File: config.mk
export PLATFORM = sky130hd
export DESIGN_NAME = ifetch_queue
export DESIGN_NICKNAME = d
export VERILOG_FILES = /design/src/rtl/ifetch_queue.sv
export SDC_FILE = /design/constraint.sdc
export NUM_CORES = 1
export LEC_CHECK = 0
export BUFFER_PORTS_ARGS = -buffer_cell sky130_fd_sc_hd__buf_2
export CAP_MARGIN = 20
export CORE_UTILIZATION = 25
export DETAILED_ROUTE_END_ITERATION = 12
export PLACE_DENSITY_LB_ADDON = 0.1
export SLEW_MARGIN = 20
export SYNTH_ARGS = -nofsm -noshare
export SYNTH_HDL_FRONTEND = slang
export SYNTH_SLANG_ARGS = --single-unit
export TNS_END_PERCENT = 10
File: constraint.sdc
create_clock -name clk -period 4.4 [get_ports clk]
set_input_delay 0.22 -clock clk [delete_from_list [all_inputs] [get_ports clk]]
set_output_delay 0.22 -clock clk [all_outputs]
set_load 0.01 [all_outputs]
File: src/rtl/ifetch_queue.sv
// Instruction fetch queue: credit-limited sequential fetch with an in-order response queue to Decode.
// Optional IFQ_BYPASS_EN forwards a response straight to Decode when the queue is empty and Decode is ready.
module ifetch_queue #(
    parameter int                    DATA_WIDTH = 32,
    parameter int                    DEPTH      = 4,
    parameter logic [DATA_WIDTH-1:0] RESET_PC   = 32'hBFC00000
) (
    input  logic                  clk,
    input  logic                  rst,
    input  logic                  redirect_i,
    input  logic [DATA_WIDTH-1:0] redirect_pc_i,
    output logic                  mem_req_o,
    output logic [DATA_WIDTH-1:0] mem_addr_o,
    input  logic                  mem_gnt_i,
    input  logic                  mem_rvalid_i,
    input  logic [DATA_WIDTH-1:0] mem_rdata_i,
    output logic                  inst_valid_o,
    output logic [DATA_WIDTH-1:0] inst_o,
    output logic [DATA_WIDTH-1:0] inst_pc_o,
    input  logic                  inst_ready_i
);
    localparam int              AW        = $clog2(DEPTH);
    localparam int              CW        = AW + 1;
    localparam logic [CW:0]     DEPTH_SUM = (CW + 1)'(DEPTH);
    localparam logic [CW-1:0]   DEPTH_CNT = CW'(DEPTH);

    logic [DATA_WIDTH-1:0] r_fetch_pc;

    // Instruction queue: pointers carry one extra wrap bit so full and empty differ.
    logic [DATA_WIDTH-1:0] r_q_data [DEPTH];
    logic [DATA_WIDTH-1:0] r_q_pc   [DEPTH];
    logic [CW-1:0]         r_q_wptr;
    logic [CW-1:0]         r_q_rptr;

    // Issue addresses of outstanding requests, consumed one per response (kept or dropped).
    logic [DATA_WIDTH-1:0] r_a_pc   [DEPTH];
    logic [CW-1:0]         r_a_wptr;
    logic [CW-1:0]         r_a_rptr;

    logic [CW-1:0]         r_outstanding;
    logic [CW-1:0]         r_discard;

    logic [CW-1:0]         w_q_count;
    logic                  w_q_empty;
    logic                  w_q_full;
    logic [CW:0]           w_credit_used;
    logic                  w_issue;
    logic                  w_resp_live;
    logic                  w_resp_drop;
    logic                  w_bypass;
    logic                  w_pop;
    logic                  w_push;
    logic [DATA_WIDTH-1:0] w_resp_pc;
    logic [DATA_WIDTH-1:0] w_fetch_next;

    assign w_q_count     = r_q_wptr - r_q_rptr;
    assign w_q_empty     = (w_q_count == '0);
    assign w_q_full      = (w_q_count == DEPTH_CNT);
    assign w_credit_used = {1'b0, w_q_count} + {1'b0, r_outstanding};

    assign mem_addr_o    = {r_fetch_pc[DATA_WIDTH-1:2], 2'b00};
    assign mem_req_o     = !rst && !redirect_i && (w_credit_used < DEPTH_SUM);
    assign w_issue       = mem_req_o && mem_gnt_i;
    assign w_fetch_next  = r_fetch_pc + DATA_WIDTH'(4);

    assign w_resp_pc     = r_a_pc[r_a_rptr[AW-1:0]];
    assign w_resp_drop   = mem_rvalid_i && (r_discard != '0);
    assign w_resp_live   = mem_rvalid_i && !redirect_i && (r_discard == '0);

`ifdef IFQ_BYPASS_EN
    assign w_bypass      = !rst && w_resp_live && w_q_empty && inst_ready_i;
`else
    assign w_bypass      = 1'b0;
`endif

    assign inst_valid_o  = !rst && ((!w_q_empty && !redirect_i) || w_bypass);
    assign inst_o        = w_bypass ? mem_rdata_i : r_q_data[r_q_rptr[AW-1:0]];
    assign inst_pc_o     = w_bypass ? w_resp_pc   : r_q_pc[r_q_rptr[AW-1:0]];

    // A pop frees a slot in the same cycle, so a push into a full queue is fine then.
    assign w_pop         = !w_q_empty && !redirect_i && inst_ready_i;
    assign w_push        = w_resp_live && !w_bypass && (!w_q_full || w_pop);

    always_ff @(posedge clk or posedge rst) begin
        if (rst) begin
            r_fetch_pc    <= RESET_PC;
            r_q_wptr      <= '0;
            r_q_rptr      <= '0;
            r_a_wptr      <= '0;
            r_a_rptr      <= '0;
            r_outstanding <= '0;
            r_discard     <= '0;
        end else begin
            if (redirect_i) begin
                r_fetch_pc <= redirect_pc_i;
                r_q_rptr   <= r_q_wptr;
                r_discard  <= r_outstanding - CW'(mem_rvalid_i);
            end else begin
                if (w_issue) begin
                    r_fetch_pc <= w_fetch_next;
                end
                if (w_pop) begin
                    r_q_rptr <= r_q_rptr + CW'(1);
                end
                if (w_push) begin
                    r_q_wptr <= r_q_wptr + CW'(1);
                end
                if (w_resp_drop) begin
                    r_discard <= r_discard - CW'(1);
                end
            end
            if (w_issue) begin
                r_a_wptr <= r_a_wptr + CW'(1);
            end
            if (mem_rvalid_i) begin
                r_a_rptr <= r_a_rptr + CW'(1);
            end
            r_outstanding <= r_outstanding + CW'(w_issue) - CW'(mem_rvalid_i);
        end
    end

    always_ff @(posedge clk) begin
        if (w_push) begin
            r_q_data[r_q_wptr[AW-1:0]] <= mem_rdata_i;
            r_q_pc[r_q_wptr[AW-1:0]]   <= w_resp_pc;
        end
        if (w_issue) begin
            r_a_pc[r_a_wptr[AW-1:0]] <= mem_addr_o;
        end
    end

endmodule

==> results.ini, run 1 <==
[timing]
slew_headroom_pct=29.42
timing_worst_slew_pin_value_ps=1049
slew_violations=0
report.final.setup_viol=0
finalSetupTns_ps=0
worst_clock_skew_ps=26.46
timing.final.crit_share_pct=81.02
fmaxAchievable_ghz=0.2805
final-hold-violation-count=0
finalCriticalPeriod_ps=3565
rsz_0062_raised_after_global_routing=false
final_ws_setup_ps=835.3
finalHoldWorstSlack_ps=106.1

[run_status]
outcome=complete, no violations

[logic_synthesis]
yosysMostFrequentCell=sky130_fd_sc_hd__edfxtp_1
synth-warning-count=0
yosys.area.top_type=sky130_fd_sc_hd__edfxtp_1
synth_enable_flop_cells=368
avg_cell_area_syn_um2=20.13
netlist_top_cells_count=sky130_fd_sc_hd__edfxtp_1 (368), sky130_fd_sc_hd__mux4_2 (92), sky130_fd_sc_hd__nand2_1 (46)
post_synth_inst_count=802
synth_seq_cells=414
netlist_area_mm2=0.01615
ys_dominant_reg_cell=sky130_fd_sc_hd__edfxtp_1
netlist-cell-type-count=48
synth_area_leaders=sky130_fd_sc_hd__edfxtp_1 (68%), sky130_fd_sc_hd__mux4_2 (13%), sky130_fd_sc_hd__dfrtp_1 (5.7%)
ys_seq_area_share_pct=75.64
ys_async_sr_fraction_pct=11.11
synth.top_cell.area_share_pct=68.44

[routing]
post_drt_wl_per_cell_um=20.73
drc=0
drtAntennaViolNets=0
postRouteWirelength_um=40440
drtIter0Drc=436
routed-via-count=8455
drtPass1Iterations=4
detail_route.vias_per_cell=4.334

[worst_setup_path]
worst_r2r_startpoint=r_q_wptr[0]
critical_path_cell_sequence=inv_1 > ha_1 > inv_1 > fa_1 > xnor3_1 > ha_1 > nor3_1 > and4_1 > buf_4 > and2_1 > buf_12
regToRegEndpoint=r_a_pc[1][29]
critical_path.slowest_cell=sky130_fd_sc_hd__dfrtp_1
setup.worst_path.end_class=flop
timing.critical_path.fanout_max=27
crit_arrival_ps=3820
criticalPathCategory=flop to flop
reg2reg_setup_slack_ps=840
cp_slowest_stage_delay_ps=410
r2r_cells=11
cp.required_ps=4650
setup.worst_path.start_class=flop
timing.critical_path.from=r_q_wptr[0]

[clock_network]
cts-htree-levels=2
clock_insertion_delay_worst_skew_ps=580
clk_pin_slew_worst_paths_ps=50
clock_tree.buffer_depth=3
clock_sink_count=414
cts_made_buffers=50
cts_tree=done
cell_at_the_root_of_the_clock_tree=sky130_fd_sc_hd__clkbuf_16
post_cts_resized=0

[die]
die_height_um=256.1
die_width_um=256.1
fp.coreArea_mm2=0.06343
initial_utilization_pct=25.46
fp.dieArea_mm2=0.06560
top_level_ports=168
placement_rows=92

[global_routing]
grt.overflow.total=0
globalRouteTotalUtil_pct=12.52
maximum_number_of_pins_on_one_net_before_global_route_repair=53
grt_antenna_before_repair=1
via_count_of_the_first_global_routing_pass=9127
grt_pass1_wl_um=60910

[min_path]
hold-path-cell-count=5
holdCritStartpoint=inst_ready_i
worst_hold_path.endpoint=r_q_rptr[2]
worst_hold_path_type=primary input to flop

[final_layout]
fin_nets=1161
instances_no_fill=1951
antenna_cells_inserted=0
post-route-util_pct=32.01
syn_to_final_growth_pct=25.77
share_of_final_layout_standard_cells_stronger_than_drive_strength_1_pct=33.12
layout.cell_area.non_filler_mm2=0.02031

[power_and_ir_drop]
internal_power_mw=8.490
part_of_the_power_in_the_clock_network_pct=32.7
netSwitchingFraction_pct=29.18
leakage_nw=6.938
power.share.sequential_pct=42.8
relative_contribution_of_combinational_cells_to_total_power_pct=24.6
total_power_mw=11.99
power_density_mw_per_mm2=590.4
p_sw_mw=3.499
vdd.ir_drop.worst_mv=0.2463

[placement]
dp_slack_ps=777.4
gp_routability_congestion=0.6983
detailed_place_hpwl_um=24620
dpl_cell_area_mm2=0.01813
place.detailed.instances=1800
port_buffers=161

[flow_run]
drv_cap=0

cells in the final DEF, fill, tap and decap left out, types with 4 or more instances in the layout:
| cell | count |
|---|---|
| sky130_fd_sc_hd__a221o_1 | 4 |
| sky130_fd_sc_hd__a22oi_1 | 5 |
| sky130_fd_sc_hd__and2_1 | 7 |
| sky130_fd_sc_hd__and2_4 | 4 |
| sky130_fd_sc_hd__buf_12 | 6 |
| sky130_fd_sc_hd__buf_2 | 161 |
| sky130_fd_sc_hd__buf_4 | 19 |
| sky130_fd_sc_hd__bufinv_16 | 4 |
| sky130_fd_sc_hd__clkbuf_1 | 16 |
| sky130_fd_sc_hd__clkbuf_16 | 51 |
| sky130_fd_sc_hd__clkinv_1 | 8 |
| sky130_fd_sc_hd__clkinv_2 | 6 |
| sky130_fd_sc_hd__conb_1 | 4 |
| sky130_fd_sc_hd__dfrtp_1 | 34 |
| sky130_fd_sc_hd__dfstp_2 | 9 |
| sky130_fd_sc_hd__dlygate4sd3_1 | 64 |
| sky130_fd_sc_hd__edfxtp_1 | 368 |
| sky130_fd_sc_hd__ha_1 | 19 |
| sky130_fd_sc_hd__inv_1 | 18 |
| sky130_fd_sc_hd__mux4_2 | 92 |
| sky130_fd_sc_hd__nand2_1 | 46 |
| sky130_fd_sc_hd__nand3_1 | 20 |
| sky130_fd_sc_hd__nand4_1 | 9 |
| sky130_fd_sc_hd__nor2_1 | 16 |
| sky130_fd_sc_hd__nor2b_1 | 7 |
| sky130_fd_sc_hd__nor3_1 | 8 |
| sky130_fd_sc_hd__o211ai_1 | 5 |
| sky130_fd_sc_hd__o21ai_0 | 26 |
| sky130_fd_sc_hd__o311ai_0 | 5 |
| sky130_fd_sc_hd__or3_1 | 5 |
| sky130_fd_sc_hd__xnor2_1 | 10 |
| sky130_fd_sc_hd__xor2_1 | 7 |
worst max-delay path: cells and delay by family, from the launching register on:
family | cells | cell delay [ps]
flip-flops | 1 | 410
buffers and inverters | 4 | 790
adder cells (fa/ha/maj) | 3 | 810
AND/OR/NAND/NOR | 3 | 860
XOR/XNOR | 1 | 360
power groups by stage:
stage / clock network (mW) / logic, mW / registers (mW)
3_5_place_dp: 0 / 3.03 / 5.22
5_1_grt: 4.21 / 3.27 / 5.19
4_1_cts: 4.08 / 3.08 / 5.14
3_3_place_gp: 0 / 3.02 / 5.22
6_report: 3.92 / 2.94 / 5.13
2_1_floorplan: 0 / 1.98 / 5.04
kinds of logic (layout without fill, tap and decap cells):
family / Yosys count / in the layout / share of synthesized area [%]
buf+inv: 56 / 356 / 1.496
flops: 414 / 414 / 75.64
compound gates: 55 / 55 / 2.340
mux: 95 / 95 / 13.02
xor+xnor: 18 / 18 / 1.062
fa+ha+maj: 21 / 21 / 1.720
simple gates: 142 / 142 / 4.696
other cells: 1 / 4 / 0.02323
registers in the layout, summed over array words and instances, names as in the netlist:
| signal | flops |
|---|---|
| r_a_pc | 120 |
| r_a_rptr | 2 |
| r_a_wptr | 2 |
| r_discard | 3 |
| r_fetch_pc | 30 |
| r_outstanding | 3 |
| r_q_data | 128 |
| r_q_pc | 120 |
| r_q_rptr | 3 |
| r_q_wptr | 3 |
area by class of cell:
class,count,area (um^2)
Tap cell,846,1059
Clock buffer,67,1336
Clock inverter,20,196.4
Timing Repair Buffer,250,1709
Inverter,19,71.32
Multi-Input combinational cell,335,3712
Fill cell,6185,43120
Sequential cell,414,12220
timing repair:
action / in CTS / in global routing
hold endpoints to repair: 172 / 0
setup buffers: 0 / 0
hold buffers: 64 / 0
how the worst max path moves through the flow:
stage | depth (start not counted) | to | slack (ps)
5_1_grt | 11 | r_a_pc[1][29] | 590
2_1_floorplan | 8 | r_q_data[3][0] | 190
3_5_place_dp | 11 | r_a_pc[1][13] | 780
4_1_cts | 4 | inst_pc_o[19] | 780
3_3_place_gp | 11 | r_a_pc[1][13] | 820
6_report | 11 | r_a_pc[1][29] | 840
routing by layer:
layer	track usage [%]	vias to the layer above	wire, um
met4	3.460	2	893
met5	0	-	13
met3	2.931	61	1947
met2	20.23	196	19200
met1	16.77	4411	18380
li1	-	3785	-
(Power assumes the default switching activity.)
==> inputs of run 2 (changes only) <==
clock period = 3.1 ns   (was 4.4 ns; I/O delays follow)
==> run 2 against run 1 <==
  * Non-clock buffer count grew 27
  * Critical path depth rose by 5
  * Clock power rose by 44%
  * Hold slack gained 2.7 ps
  * Register-to-register slack worse by 790 ps
  * Setup slack lost 790 ps
  * Die area unchanged
  * Final area up 2.8%
  * Fmax rose by 17%
  * Utilization rose by 0.88 points
  * Count of clock-buffer cells in the layout shrank 9
  * Global-route usage down 0.074 points
==> results.ini, run 2 (same netlist as run 1, synthesis figures left out) <==
[worst_setup_path]
crit_arrival_ps=3520  ; -300 ps
setup.worst_path.end_class=flop
timing.critical_path.fanout_max=2  ; -93%
cp.required_ps=3560  ; -1090 ps
criticalPathCategory=flop to flop
setup.worst_path.start_class=flop

[timing]
timing_worst_slew_pin_value_ps=787.8  ; -261.3 ps
slew_headroom_pct=47.48  ; +18 points
rsz_0062_raised_after_global_routing=true
finalCriticalPeriod_ps=3056  ; -508.2 ps
final-hold-violation-count=0  ; unchanged
finalSetupTns_ps=0  ; unchanged
worst_clock_skew_ps=17.06  ; -9.395 ps
fmaxAchievable_ghz=0.3272  ; +17%
timing.final.crit_share_pct=98.60  ; +18 points
slew_violations=0  ; unchanged
report.final.setup_viol=0  ; unchanged
finalHoldWorstSlack_ps=108.9  ; +2.720 ps
final_ws_setup_ps=43.50  ; -791.8 ps

[clock_network]
cell_at_the_root_of_the_clock_tree=sky130_fd_sc_hd__clkbuf_16
clock_sink_count=414  ; unchanged
cts_made_buffers=49  ; -2.0%
cts-htree-levels=2  ; unchanged
clock_insertion_delay_worst_skew_ps=590  ; about the same
cts_tree=done
clock_tree.buffer_depth=3  ; unchanged
clk_pin_slew_worst_paths_ps=60  ; about the same

[final_layout]
fin_nets=1187  ; +2.2%
antenna_cells_inserted=0  ; unchanged
post-route-util_pct=32.90  ; +0.88 points
layout.cells.most_common=sky130_fd_sc_hd__edfxtp_1
flip_flop_count_of_the_largest_register_after_layout=128  ; unchanged
instances_no_fill=1982  ; +1.6%
layout.cells.most_common_list=sky130_fd_sc_hd__edfxtp_1 (368), sky130_fd_sc_hd__buf_2 (161), sky130_fd_sc_hd__mux4_2 (92)
layout.cell_area.non_filler_mm2=0.02087  ; +2.8%
share_of_final_layout_standard_cells_stronger_than_drive_strength_1_pct=36.53  ; +3.4 points
fillers=6029  ; -2.5%
syn_to_final_growth_pct=29.24

[routing]
routed-via-count=8517  ; +0.73%
post_drt_wl_per_cell_um=20.22  ; -2.5%
drtAntennaViolNets=0  ; unchanged
postRouteWirelength_um=40070  ; -0.91%
drtIter0Drc=353  ; -19%
detail_route.vias_per_cell=4.297  ; -0.84%
drc=0  ; unchanged
drtPass1Iterations=5  ; +1

[die]
placement_rows=92  ; unchanged
top_level_ports=168  ; unchanged
die_width_um=256.1  ; unchanged
die_height_um=256.1  ; unchanged
fp.coreArea_mm2=0.06343  ; unchanged
fp.dieArea_mm2=0.06560  ; unchanged
initial_utilization_pct=25.46  ; unchanged

[global_routing]
grt_antenna_before_repair=0  ; -1
grt_pass1_wl_um=60820  ; -0.15%
globalRouteTotalUtil_pct=12.45  ; -0.074 points
grt.overflow.total=0  ; unchanged
via_count_of_the_first_global_routing_pass=9251  ; +1.4%
maximum_number_of_pins_on_one_net_before_global_route_repair=44  ; -17%

[power_and_ir_drop]
power_density_mw_per_mm2=838.7  ; +42%
vdd.ir_drop.worst_mv=0.3966  ; +61%
leakage_nw=7.140  ; +2.9%
total_power_mw=17.50  ; +46%

[placement]
detailed_place_hpwl_um=25140  ; +2.1%
port_buffers=161  ; unchanged
dpl_cell_area_mm2=0.01854  ; +2.3%
gp_routability_congestion=0.6994  ; +0.16%
dp_slack_ps=8.347  ; -769.1 ps
place.detailed.instances=1820  ; +1.1%

[flow_run]
drv_cap=0  ; unchanged

[min_path]
worst_hold_path_type=primary input to asynchronous set/reset pin

[run_status]
outcome=complete, no violations

[run 2: cell count changes in the layout (fill, tap and decap cells not counted), sizes merged]
cell / previous run / this run
clkinvlp: 1 / 4
clkinv: 14 / 23
buf: 186 / 206
bufinv: 4 / 5
dlygate4sd3: 64 / 71
clkbuf: 67 / 58
[run 2: repair_timing]
action / 4_1_cts / 5_1_grt
hold endpoints to repair: 177 / 0
hold buffers: 71 / 0
pin swaps: 0 / 6
setup buffers: 0 / 0
endpoints found under the setup margin: 34 / 51
gates resized for setup: 3 / 6
[run 2: power by group]
| group | leakage (nW) | switching [mW] | internal (mW) |
|---|---|---|---|
| Sequential | 3.85 | 0.422 | 6.81 |
| Clock | 0.761 | 2.32 | 3.33 |
| Combinational | 2.53 | 2.41 | 2.21 |
| Total | 7.14 | 5.16 | 12.3 |
[run 2: path summary, 6_finish.rpt]
kind,start,endpoint,slack (ps),depth (start not counted)
worst max-delay path,r_q_wptr[0],r_outstanding[2],40,16
worst min-delay path,rst,r_outstanding[0],110,3
worst max register to register,r_q_wptr[0],r_outstanding[2],40,16
worst min register to register,r_q_wptr[2],r_q_wptr[2],530,1
max in group asynchronous,rst,r_q_rptr[1],2170,4
min in group clk,mem_gnt_i,r_fetch_pc[26],150,5
[run 2: final cells by class]
class / count / area [um^2] / share of cell area (%)
clock inverters: 33 / 320.3 / 1.535
repair buffers: 277 / 2133 / 10.22
well taps: 846 / 1059 / 5.073
multi-input cells: 335 / 3799 / 18.20
inverters: 19 / 73.82 / 0.3538
clock buffers: 58 / 1260 / 6.038
flip-flops and latches: 414 / 12220 / 58.57
[run 2: layer usage]
metal,up-vias,share of wire [%],track usage [%]
li1,3845,-,-
met1,4417,46,16.54
met2,193,48,20.30
met3,62,4.2,2.733
met4,0,2.2,3.659
met5,-,0,0
[run 2: critical path, stage by stage, from the launching register on]
cell,delay (ps)
sky130_fd_sc_hd__dfrtp_1,390
sky130_fd_sc_hd__inv_2,80
sky130_fd_sc_hd__ha_4,120
sky130_fd_sc_hd__inv_2,30
sky130_fd_sc_hd__fa_2,320
sky130_fd_sc_hd__xnor3_2,270
sky130_fd_sc_hd__ha_4,240
sky130_fd_sc_hd__nor3_4,190
sky130_fd_sc_hd__and4_4,250
sky130_fd_sc_hd__inv_2,50
sky130_fd_sc_hd__ha_4,210
sky130_fd_sc_hd__inv_4,50
sky130_fd_sc_hd__ha_4,110
sky130_fd_sc_hd__inv_2,30
sky130_fd_sc_hd__fa_2,340
sky130_fd_sc_hd__xnor2_2,140
sky130_fd_sc_hd__xnor2_1,130
==> inputs of run 3 (changes only) <==
CORE_UTILIZATION = 53   (was 25)
CTS_CLUSTER_DIAMETER = 60   (was unset)
==> run 3 against run 2 <==
  * Final area down 5.1%
  * Die area is 52% lower
  * Cell count is 24% lower
  * Sequential power down 0.6%
  * First-iteration DRC count increased by 64%
  * Count of clock-buffer cells in the layout shrank 2
  * Critical endpoint unchanged
  * Global-route usage is 8.8 points higher
==> results.ini, run 3 (same netlist as run 1, synthesis figures left out) <==
[die]
fp.coreArea_mm2=0.02980  ; -53%
placement_rows=63  ; -32%
die_height_um=176.5  ; -31%
die_width_um=176.5  ; -31%
initial_utilization_pct=54.19  ; +29 points
top_level_ports=168  ; unchanged
fp.dieArea_mm2=0.03116  ; -52%

[routing]
postRouteWirelength_um=31810  ; -21%
drtIter0Drc=578  ; +64%
drtPass1Iterations=5  ; unchanged
detail_route.vias_per_cell=5.584  ; +30%
routed-via-count=8371  ; -1.7%
drc=0  ; unchanged
drtAntennaViolNets=0  ; unchanged
post_drt_wl_per_cell_um=21.22  ; +5.0%

[worst_setup_path]
setup.worst_path.start_class=flop
crit_arrival_ps=3470  ; -50 ps
timing.critical_path.buf_inv=5  ; unchanged
timing.critical_path.from=r_q_wptr[0]
cp_slowest_stage_delay_ps=390  ; about the same
worst_r2r_startpoint=r_q_wptr[0]
critical_path_cell_sequence=inv_2 > ha_4 > inv_2 > fa_2 > xnor3_2 > ha_4 > nor3_4 > and4_4 > inv_2 > ha_4 > inv_2 > ha_4 > inv_2 > fa_2 > xnor2_2 > xnor2_1
worst_path_most_repeated_cell=sky130_fd_sc_hd__inv_2
criticalPathCategory=flop to flop
critPathTopFamily=adder cells
critical_path.slowest_cell=sky130_fd_sc_hd__dfrtp_1
setup.worst_path.end_class=flop
timing.critical_path.fanout_max=2  ; unchanged
cp.required_ps=3510  ; -50 ps

[final_layout]
flip_flop_count_of_the_largest_register_after_layout=128  ; unchanged
fin_nets=1168  ; -1.6%
layout.cells.most_common=sky130_fd_sc_hd__edfxtp_1
share_of_final_layout_standard_cells_stronger_than_drive_strength_1_pct=35.35  ; -1.2 points
antenna_cells_inserted=0  ; unchanged
instances_no_fill=1499  ; -24%
post-route-util_pct=66.47  ; +34 points
layout.cell_area.non_filler_mm2=0.01980  ; -5.1%
layout.cells.most_common_list=sky130_fd_sc_hd__edfxtp_1 (368), sky130_fd_sc_hd__buf_2 (161), sky130_fd_sc_hd__mux4_2 (92)
syn_to_final_growth_pct=22.66

[placement]
dp_slack_ps=51.99  ; +43.65 ps
gp_routability_congestion=0.7741  ; +11%
dpl_cell_area_mm2=0.01780  ; -4.0%
port_buffers=161  ; unchanged
place.detailed.instances=1355  ; -26%
detailed_place_hpwl_um=19230  ; -23%

[clock_network]
clock_insertion_delay_worst_skew_ps=530  ; -60 ps
cts_made_buffers=43  ; -12%
clk_pin_slew_worst_paths_ps=60  ; about the same
cell_at_the_root_of_the_clock_tree=sky130_fd_sc_hd__clkbuf_16
clock_sink_count=414  ; unchanged
clock_tree.buffer_depth=3  ; unchanged
cts-htree-levels=2  ; unchanged
cts_tree=done

[power_and_ir_drop]
vdd.ir_drop.worst_mv=0.6108  ; +54%
power_density_mw_per_mm2=823.1  ; -1.9%
leakage_nw=6.935  ; -2.9%

[global_routing]
globalRouteTotalUtil_pct=21.23  ; +8.8 points
maximum_number_of_pins_on_one_net_before_global_route_repair=54  ; +23%
grt_antenna_before_repair=0  ; unchanged
via_count_of_the_first_global_routing_pass=8521  ; -7.9%
grt_pass1_wl_um=49370  ; -19%
grt.overflow.total=0  ; unchanged

[timing]
rsz_0062_raised_after_global_routing=true
slew_headroom_pct=44.36  ; -3.1 points
finalHoldWorstSlack_ps=95.17  ; -13.69 ps
fmaxAchievable_ghz=0.3269  ; about the same
finalCriticalPeriod_ps=3059  ; +2.767 ps
timing_worst_slew_pin_value_ps=833.6  ; +45.82 ps
worst_clock_skew_ps=13.93  ; -3.133 ps
report.final.setup_viol=0  ; unchanged
timing.final.crit_share_pct=98.69  ; about the same
final_ws_setup_ps=40.74  ; -2.767 ps
slew_violations=0  ; unchanged
final-hold-violation-count=0  ; unchanged

[min_path]
holdCritStartpoint=inst_ready_i
worst_hold_path_type=primary input to flop

[flow_run]
drv_cap=0  ; unchanged

[run_status]
outcome=complete, no violations

## run 3: path summary, 6_finish.rpt
kind                               endpoint  slack (ps)  depth (start not counted)
max                        r_outstanding[2]          40                         16
min                             r_q_rptr[2]         100                          5
max reg2reg                r_outstanding[2]          40                         16
min reg2reg                     r_q_wptr[2]         530                          1
max in group asynchronous       r_q_rptr[0]        2190                          3
min in group asynchronous       r_q_wptr[0]         340                          3
## run 3: area by class of cell
type	instances	area [um^2]
sequential	414	12220
fill	2017	9992
multi-input combinational	335	3794
timing repair buffer	264	1923
clock buffer	56	1177
tap	390	488.0
clock inverter	21	130.1
inverter	19	72.57
## run 3: stage by stage
| stage | power [mW] | setup TNS [ps] |
|---|---|---|
| after floorplan | 10.12 | -32820 |
| after global placement | 11.50 | 0 |
| after detailed placement | 11.56 | 0 |
| after CTS | 16.38 | 0 |
| after global routing | 17.10 | -326.1 |
| final | 16.30 | 0 |
## run 3: tightest hold or removal path, stage by stage
cell and delay, ps:
sky130_fd_sc_hd__buf_2 110, sky130_fd_sc_hd__nand2_1 60, sky130_fd_sc_hd__nor2_1 50, sky130_fd_sc_hd__xnor2_1 120, sky130_fd_sc_hd__o21ai_0 70
## run 3: power breakdown
part | total, mW | internal [mW] | switching, mW
Clock | 4.75 | 2.76 | 1.99
Sequential | 7.19 | 6.80 | 0.384
Combinational | 4.36 | 2.13 | 2.23
Total | 16.3 | 11.7 | 4.60
## run 3: what timing repair did
action | CTS | global route
hold buffers | 65 | 0
resized for setup | 1 | 7
buffers inserted | 0 | 2
endpoints found under the setup margin | 37 | 43
pin swaps | 0 | 3
hold endpoints to repair | 200 | 0
cloned | 0 | 0
## run 3: metal layers
metal	wire, um	global-route usage [%]	up-vias
met1	13870	30.20	4266
met2	15700	34.62	255
li1	-	-	3802
met4	516	4.777	0
met3	1722	3.747	48
met5	0	0	-
